--- src/rtl/jogador_automatico.sv ---
// Automatic player for the memory game: starts a game and replays a fixed 16-move
// sequence in incremental rounds. Optional wrong-move injection via JOGADOR_ERRO_EN.
module jogador_automatico #(
    parameter int unsigned PRESS_CYCLES   = 10,
    parameter int unsigned GAP_CYCLES     = 10,
    parameter int unsigned START_CYCLES   = 5,
    parameter int unsigned TIMEOUT_CYCLES = 40
) (
    input  logic       clock,
    input  logic       reset,
    input  logic       iniciar,
    input  logic       ganhou,
    input  logic       perdeu,
`ifdef JOGADOR_ERRO_EN
    input  logic       erro_en,
    input  logic [3:0] erro_rodada,
`endif
    output logic       jogar,
    output logic [3:0] botoes,
    output logic       ativo,
    output logic       fim,
    output logic       ganhou_visto,
    output logic       perdeu_visto,
    output logic       esgotou,
    output logic [3:0] rodada,
    output logic [3:0] indice,
    output logic [3:0] db_estado
);

    localparam int unsigned MAX_PS      = (PRESS_CYCLES > GAP_CYCLES) ? PRESS_CYCLES : GAP_CYCLES;
    localparam int unsigned MAX_ST      = (START_CYCLES > TIMEOUT_CYCLES) ? START_CYCLES : TIMEOUT_CYCLES;
    localparam int unsigned MAX_CYCLES  = (MAX_PS > MAX_ST) ? MAX_PS : MAX_ST;
    localparam int unsigned CNT_W       = (MAX_CYCLES > 2) ? $clog2(MAX_CYCLES) : 1;
    localparam int unsigned ULTIMA      = 15;

    typedef enum logic [3:0] {
        INICIAL     = 4'h0,
        JOGAR       = 4'h1,
        ESPERA      = 4'h2,
        APERTA      = 4'h3,
        SOLTA       = 4'h4,
        AGUARDA     = 4'h7,
        FIM_GANHOU  = 4'hA,
        FIM_PERDEU  = 4'hE,
        FIM_TIMEOUT = 4'hF
    } estado_t;

    estado_t            state, state_n;
    logic [CNT_W-1:0]   cnt, cnt_n;
    logic [3:0]         rodada_n, indice_n;
    logic [3:0]         jogada_n;
    logic               resultado;
    estado_t            fim_resultado;

    function automatic logic [3:0] rom_jogada(input logic [3:0] idx);
        case (idx)
            4'd0, 4'd6, 4'd7, 4'd14:          rom_jogada = 4'b0001;
            4'd1, 4'd5, 4'd8, 4'd9:           rom_jogada = 4'b0010;
            4'd2, 4'd4, 4'd10, 4'd11, 4'd15:  rom_jogada = 4'b0100;
            default:                          rom_jogada = 4'b1000;
        endcase
    endfunction

    assign resultado     = ganhou | perdeu;
    assign fim_resultado = perdeu ? FIM_PERDEU : FIM_GANHOU;

    // Next-state, shared down-counter and round/move bookkeeping
    always_comb begin
        state_n  = state;
        cnt_n    = cnt;
        rodada_n = rodada;
        indice_n = indice;
        case (state)
            INICIAL, FIM_GANHOU, FIM_PERDEU, FIM_TIMEOUT: begin
                if (iniciar) begin
                    state_n  = JOGAR;
                    cnt_n    = CNT_W'(START_CYCLES - 1);
                    rodada_n = '0;
                    indice_n = '0;
                end
            end
            JOGAR: begin
                if (resultado)            state_n = fim_resultado;
                else if (cnt == '0) begin
                    state_n = ESPERA;
                    cnt_n   = CNT_W'(GAP_CYCLES - 1);
                end else                  cnt_n = cnt - CNT_W'(1);
            end
            ESPERA: begin
                if (resultado)            state_n = fim_resultado;
                else if (cnt == '0) begin
                    state_n = APERTA;
                    cnt_n   = CNT_W'(PRESS_CYCLES - 1);
                end else                  cnt_n = cnt - CNT_W'(1);
            end
            APERTA: begin
                if (resultado)            state_n = fim_resultado;
                else if (cnt == '0) begin
                    state_n = SOLTA;
                    cnt_n   = CNT_W'(GAP_CYCLES - 1);
                end else                  cnt_n = cnt - CNT_W'(1);
            end
            SOLTA: begin
                if (resultado)            state_n = fim_resultado;
                else if (cnt == '0) begin
                    if (indice < rodada) begin
                        state_n  = APERTA;
                        cnt_n    = CNT_W'(PRESS_CYCLES - 1);
                        indice_n = indice + 4'd1;
                    end else if (rodada != 4'(ULTIMA)) begin
                        state_n  = APERTA;
                        cnt_n    = CNT_W'(PRESS_CYCLES - 1);
                        rodada_n = rodada + 4'd1;
                        indice_n = '0;
                    end else begin
                        state_n = AGUARDA;
                        cnt_n   = CNT_W'(TIMEOUT_CYCLES - 1);
                    end
                end else                  cnt_n = cnt - CNT_W'(1);
            end
            AGUARDA: begin
                if (resultado)            state_n = fim_resultado;
                else if (cnt == '0)       state_n = FIM_TIMEOUT;
                else                      cnt_n = cnt - CNT_W'(1);
            end
            default:                      state_n = INICIAL;
        endcase
    end

    // Move driven during the upcoming press, optionally corrupted on the last press of one round
    always_comb begin
        jogada_n = rom_jogada(indice_n);
`ifdef JOGADOR_ERRO_EN
        if (erro_en && (rodada_n == erro_rodada) && (indice_n == rodada_n))
            jogada_n = {jogada_n[2:0], jogada_n[3]};
`endif
    end

    // Outputs are decoded from the next state so they are registered yet aligned with the state
    always_ff @(posedge clock) begin
        if (reset) begin
            state        <= INICIAL;
            cnt          <= '0;
            rodada       <= '0;
            indice       <= '0;
            jogar        <= 1'b0;
            botoes       <= '0;
            ativo        <= 1'b0;
            fim          <= 1'b0;
            ganhou_visto <= 1'b0;
            perdeu_visto <= 1'b0;
            esgotou      <= 1'b0;
            db_estado    <= '0;
        end else begin
            state        <= state_n;
            cnt          <= cnt_n;
            rodada       <= rodada_n;
            indice       <= indice_n;
            jogar        <= (state_n == JOGAR);
            botoes       <= (state_n == APERTA) ? jogada_n : 4'b0000;
            ativo        <= (state_n inside {JOGAR, ESPERA, APERTA, SOLTA, AGUARDA});
            fim          <= (state_n inside {FIM_GANHOU, FIM_PERDEU, FIM_TIMEOUT});
            ganhou_visto <= (state_n == FIM_GANHOU);
            perdeu_visto <= (state_n == FIM_PERDEU);
            esgotou      <= (state_n == FIM_TIMEOUT);
            db_estado    <= state_n;
        end
    end

endmodule
--- config.mk ---
export PLATFORM = sky130hd
export DESIGN_NAME = jogador_automatico
export DESIGN_NICKNAME = d
export VERILOG_FILES = /design/src/rtl/jogador_automatico.sv
export SDC_FILE = /design/constraint.sdc
export NUM_CORES = 1
export LEC_CHECK = 0
export CORE_MARGIN = 4
export CORE_UTILIZATION = 54
export CTS_CLUSTER_DIAMETER = 40
export DETAILED_ROUTE_END_ITERATION = 10
export PLACE_DENSITY_LB_ADDON = 0.2
export RECOVER_POWER = 25
export SLEW_MARGIN = 20
export SYNTH_ARGS = -nofsm -noshare
export SYNTH_HDL_FRONTEND = slang
export SYNTH_SLANG_ARGS = --single-unit
export TNS_END_PERCENT = 1
--- constraint.sdc ---
create_clock -name clock -period 2.9 [get_ports clock]
set_clock_uncertainty 0.15 [all_clocks]
set_input_delay 0.725 -clock clock [delete_from_list [all_inputs] [get_ports clock]]
set_output_delay 0.725 -clock clock [all_outputs]
set_load 0.01 [all_outputs]
==> run summary <==
Via-to-Cell Ratio - 6.08
Number of global-route vias before repair - 1771
H-tree level count - 1
Clk Tree Root Cell - sky130_fd_sc_hd__clkbuf_4
Placed wire-length estimate after detailed placement - 3710 µm
GPL Wtd Cong - 0.903
DRC marker count from the first detailed-route iteration - 189
Share of layout cells above drive strength 1 - 0.238
Slack of the critical path - 0.0710 ns
Cts-stage hold buffer count - 0
Nets - 293
Minimum period implied by the final worst setup slack - 2.83 ns
Synthesized Nets - 239
PwrDens - 859 nW/µm²
Flops & latches, synth - 28
Die Width - 65.9 µm
Data required time at the worst endpoint - 3.04 ns
Total I/O pin count - 27
Number of max-cap violations - 0
Slew HR - 0.640
Total Routed Length - 5350 µm
Number of enable-type register cells in the synthesized netlist - 0
First-pass GRT wire length - 8180 µm
Distinct cell type count of the synthesized netlist - 59
Critical path class - flop to flop
Hold WC Path Type - flop to flop
Die Y - 65.9 µm
CTS Buffer Depth - 2
Part of the cycle the worst path needs - 0.976
Routed length per instance - 16.5 µm
Number of antenna-violating nets in the routed design - 0
Leakage - 1.05 nW
Overall via count from detail_route - 1976
Area share of the largest cell type after synthesis - 0.310
Total congestion overflow after global routing - 0
TritonCTS clock tree - built
CTS buffer count - 3
Core box area - 3130 µm²
Transition time of the tightest slew-check pin - 0.535 ns
Startpoint kind of the worst setup timing path - flop
Ant. Diodes - 0
Library cell with the largest summed area after synthesis - sky130_fd_sc_hd__dfxtp_1
Area added between synthesis and finish - 36.7%
Final hold slack - 0.356 ns
Clock transition time at the flip-flop clock pins of the worst setup and hold paths - 0.16 ns
Fraction of synthesis flops using an asynchronous set or reset pin - 0
Post-detailed-route DRC marker count - 0
Sequential fraction of the synthesis area - 0.310
Pre-CTS setup slack - -0.267 ns
Maximum number of pins on one net before global-route repair - 21
Top cells by area in the synthesized netlist - sky130_fd_sc_hd__dfxtp_1 (31%), sky130_fd_sc_hd__nor2_1 (5.2%), sky130_fd_sc_hd__a21oi_1 (4.7%), sky130_fd_sc_hd__ha_1 (4.2%), sky130_fd_sc_hd__o21ai_0 (3.0%)
Result of the run - completed
Count of TritonRoute iterations in the first routing pass - 4
Max Clock Freq - 0.353 GHz
Initial standard-cell utilization of the core - 0.578
Largest fanout on the critical path - 5
Antenna violations before repair - 0
Area of the mapped netlist - 1810 µm²
Count of final max-slew check failures - 0
Total of buffers placed on input and output ports - 26
Number of filler instances in the final layout - 224
Die area - 4340 µm²
Worst IR drop on VDD - 0.000623 V
Number of sinks driven by the clock tree - 28
Most used standard cells in the synthesized netlist - sky130_fd_sc_hd__dfxtp_1 (28), sky130_fd_sc_hd__nor2_1 (25), sky130_fd_sc_hd__a21oi_1 (17)
Gate Count Post-Synth - 228
Insertion delay to the later sink of the worst-skew pair - 0.33 ns
Data arrival time of the worst path - 2.97 ns
Critical Path End Type - flop
Row count - 20
Cell with the most instances after synthesis - sky130_fd_sc_hd__dfxtp_1
Final hold vios - 0
Primary FF master, synth - sky130_fd_sc_hd__dfxtp_1
Final Setup Violations - 0
Overall global routing resource usage - 0.237
Average footprint of a synthesized cell - 7.93 µm²
Syn. warnings - 0
==> final cells by class <==
class                   instances  area (µm²)  share of cell area
well taps                      44        55.1              0.0223
clock inverters                 1        30.0              0.0121
repair buffers                 62         543               0.220
flip-flops and latches         28         562               0.227
inverters                       9        33.8              0.0137
clock buffers                   3        22.5             0.00911
multi-input cells             178        1230               0.496
==> registers in the layout, summed over array words and instances (netlist names) <==
register	cells
ativo	1
ganhou_visto	1
state	4
esgotou	1
fim	1
rodada	4
botoes	4
perdeu_visto	1
indice	4
cnt	6
jogar	1
==> cells by family after synthesis <==
| group | count (synthesis) | synth area share |
|---|---|---|
| xor gates and xnor gates | 4 | 0.0194 |
| buffers and inverters | 22 | 0.0484 |
| muxes | 3 | 0.0173 |
| adders and majority gates | 6 | 0.0415 |
| AOI/OAI and AO/OA | 64 | 0.256 |
| DFF | 28 | 0.310 |
| and+or+nand+nor | 101 | 0.307 |
==> cells in the final DEF, fill, tap and decap left out, drive strengths merged, types with 5 or more instances in the layout <==
cell type / Yosys / final
buf: 5 / 36
nor3: 10 / 10
nor3b: 5 / 5
nand2b: 6 / 6
nand3: 8 / 8
clkdlybuf4s50: 0 / 12
nor2: 25 / 25
dfxtp: 28 / 28
a211oi: 5 / 5
ha: 6 / 6
o21ai: 12 / 12
dlygate4sd3: 0 / 12
inv: 9 / 9
nand2: 15 / 15
a21oi: 17 / 17
==> power by group <==
part	total [W]	internal, W	switching, W
sequential	0.000561	0.000464	0.0000963
clock	0.000262	0.000140	0.000122
combinational	0.00130	0.000593	0.000709
==> timing repair <==
| action | in CTS | in global routing |
|---|---|---|
| gates resized for setup | 0 | 20 |
| buffers inserted | 0 | 4 |
| endpoints found under the setup margin | 0 | 6 |
==> critical path, cell delays in order (launching register included) <==
cell,delay (ns)
sky130_fd_sc_hd__dfxtp_1,0.42
sky130_fd_sc_hd__inv_1,0.09
sky130_fd_sc_hd__ha_1,0.29
sky130_fd_sc_hd__o21ai_0,0.23
sky130_fd_sc_hd__nor2b_2,0.22
sky130_fd_sc_hd__nor3_1,0.07
sky130_fd_sc_hd__buf_4,0.16
sky130_fd_sc_hd__or4b_1,0.62
sky130_fd_sc_hd__a21boi_0,0.29
sky130_fd_sc_hd__o21ai_0,0.12
sky130_fd_sc_hd__a21oi_1,0.12
==> metrics by stage <==
stage               setup TNS (ns)   util  total power [W]  instances  instance area (µm²)
detailed placement          -0.975  0.738          0.00181        317                 2310
global placement            -0.786  0.738          0.00179        317                 2310
finish                           0  0.790          0.00212        325                 2470
floorplan                        0      -          0.00135        228                 1810
global route                -0.134  0.790          0.00227        325                 2470
CTS                              0  0.755          0.00208        321                 2360
==> path summary, 6_finish.rpt <==
check	from	end	slack (ns)	cells past startpoint
worst min register to register	cnt[1]	cnt[1]	0.36	2
worst max-delay path	rodada[2]	botoes[2]	0.07	10
worst min-delay path	cnt[1]	cnt[1]	0.36	2
worst max register to register	rodada[2]	botoes[2]	0.07	10
==> per-layer routing <==
metal	vias to the layer above	routed length [µm]	global-route usage
met3	15	402	0.0442
met4	0	124	0.0596
met1	929	2340	0.326
met5	-	0	0
met2	87	2490	0.379
li1	945	-	-
Power figures use the tool's default switching activity.
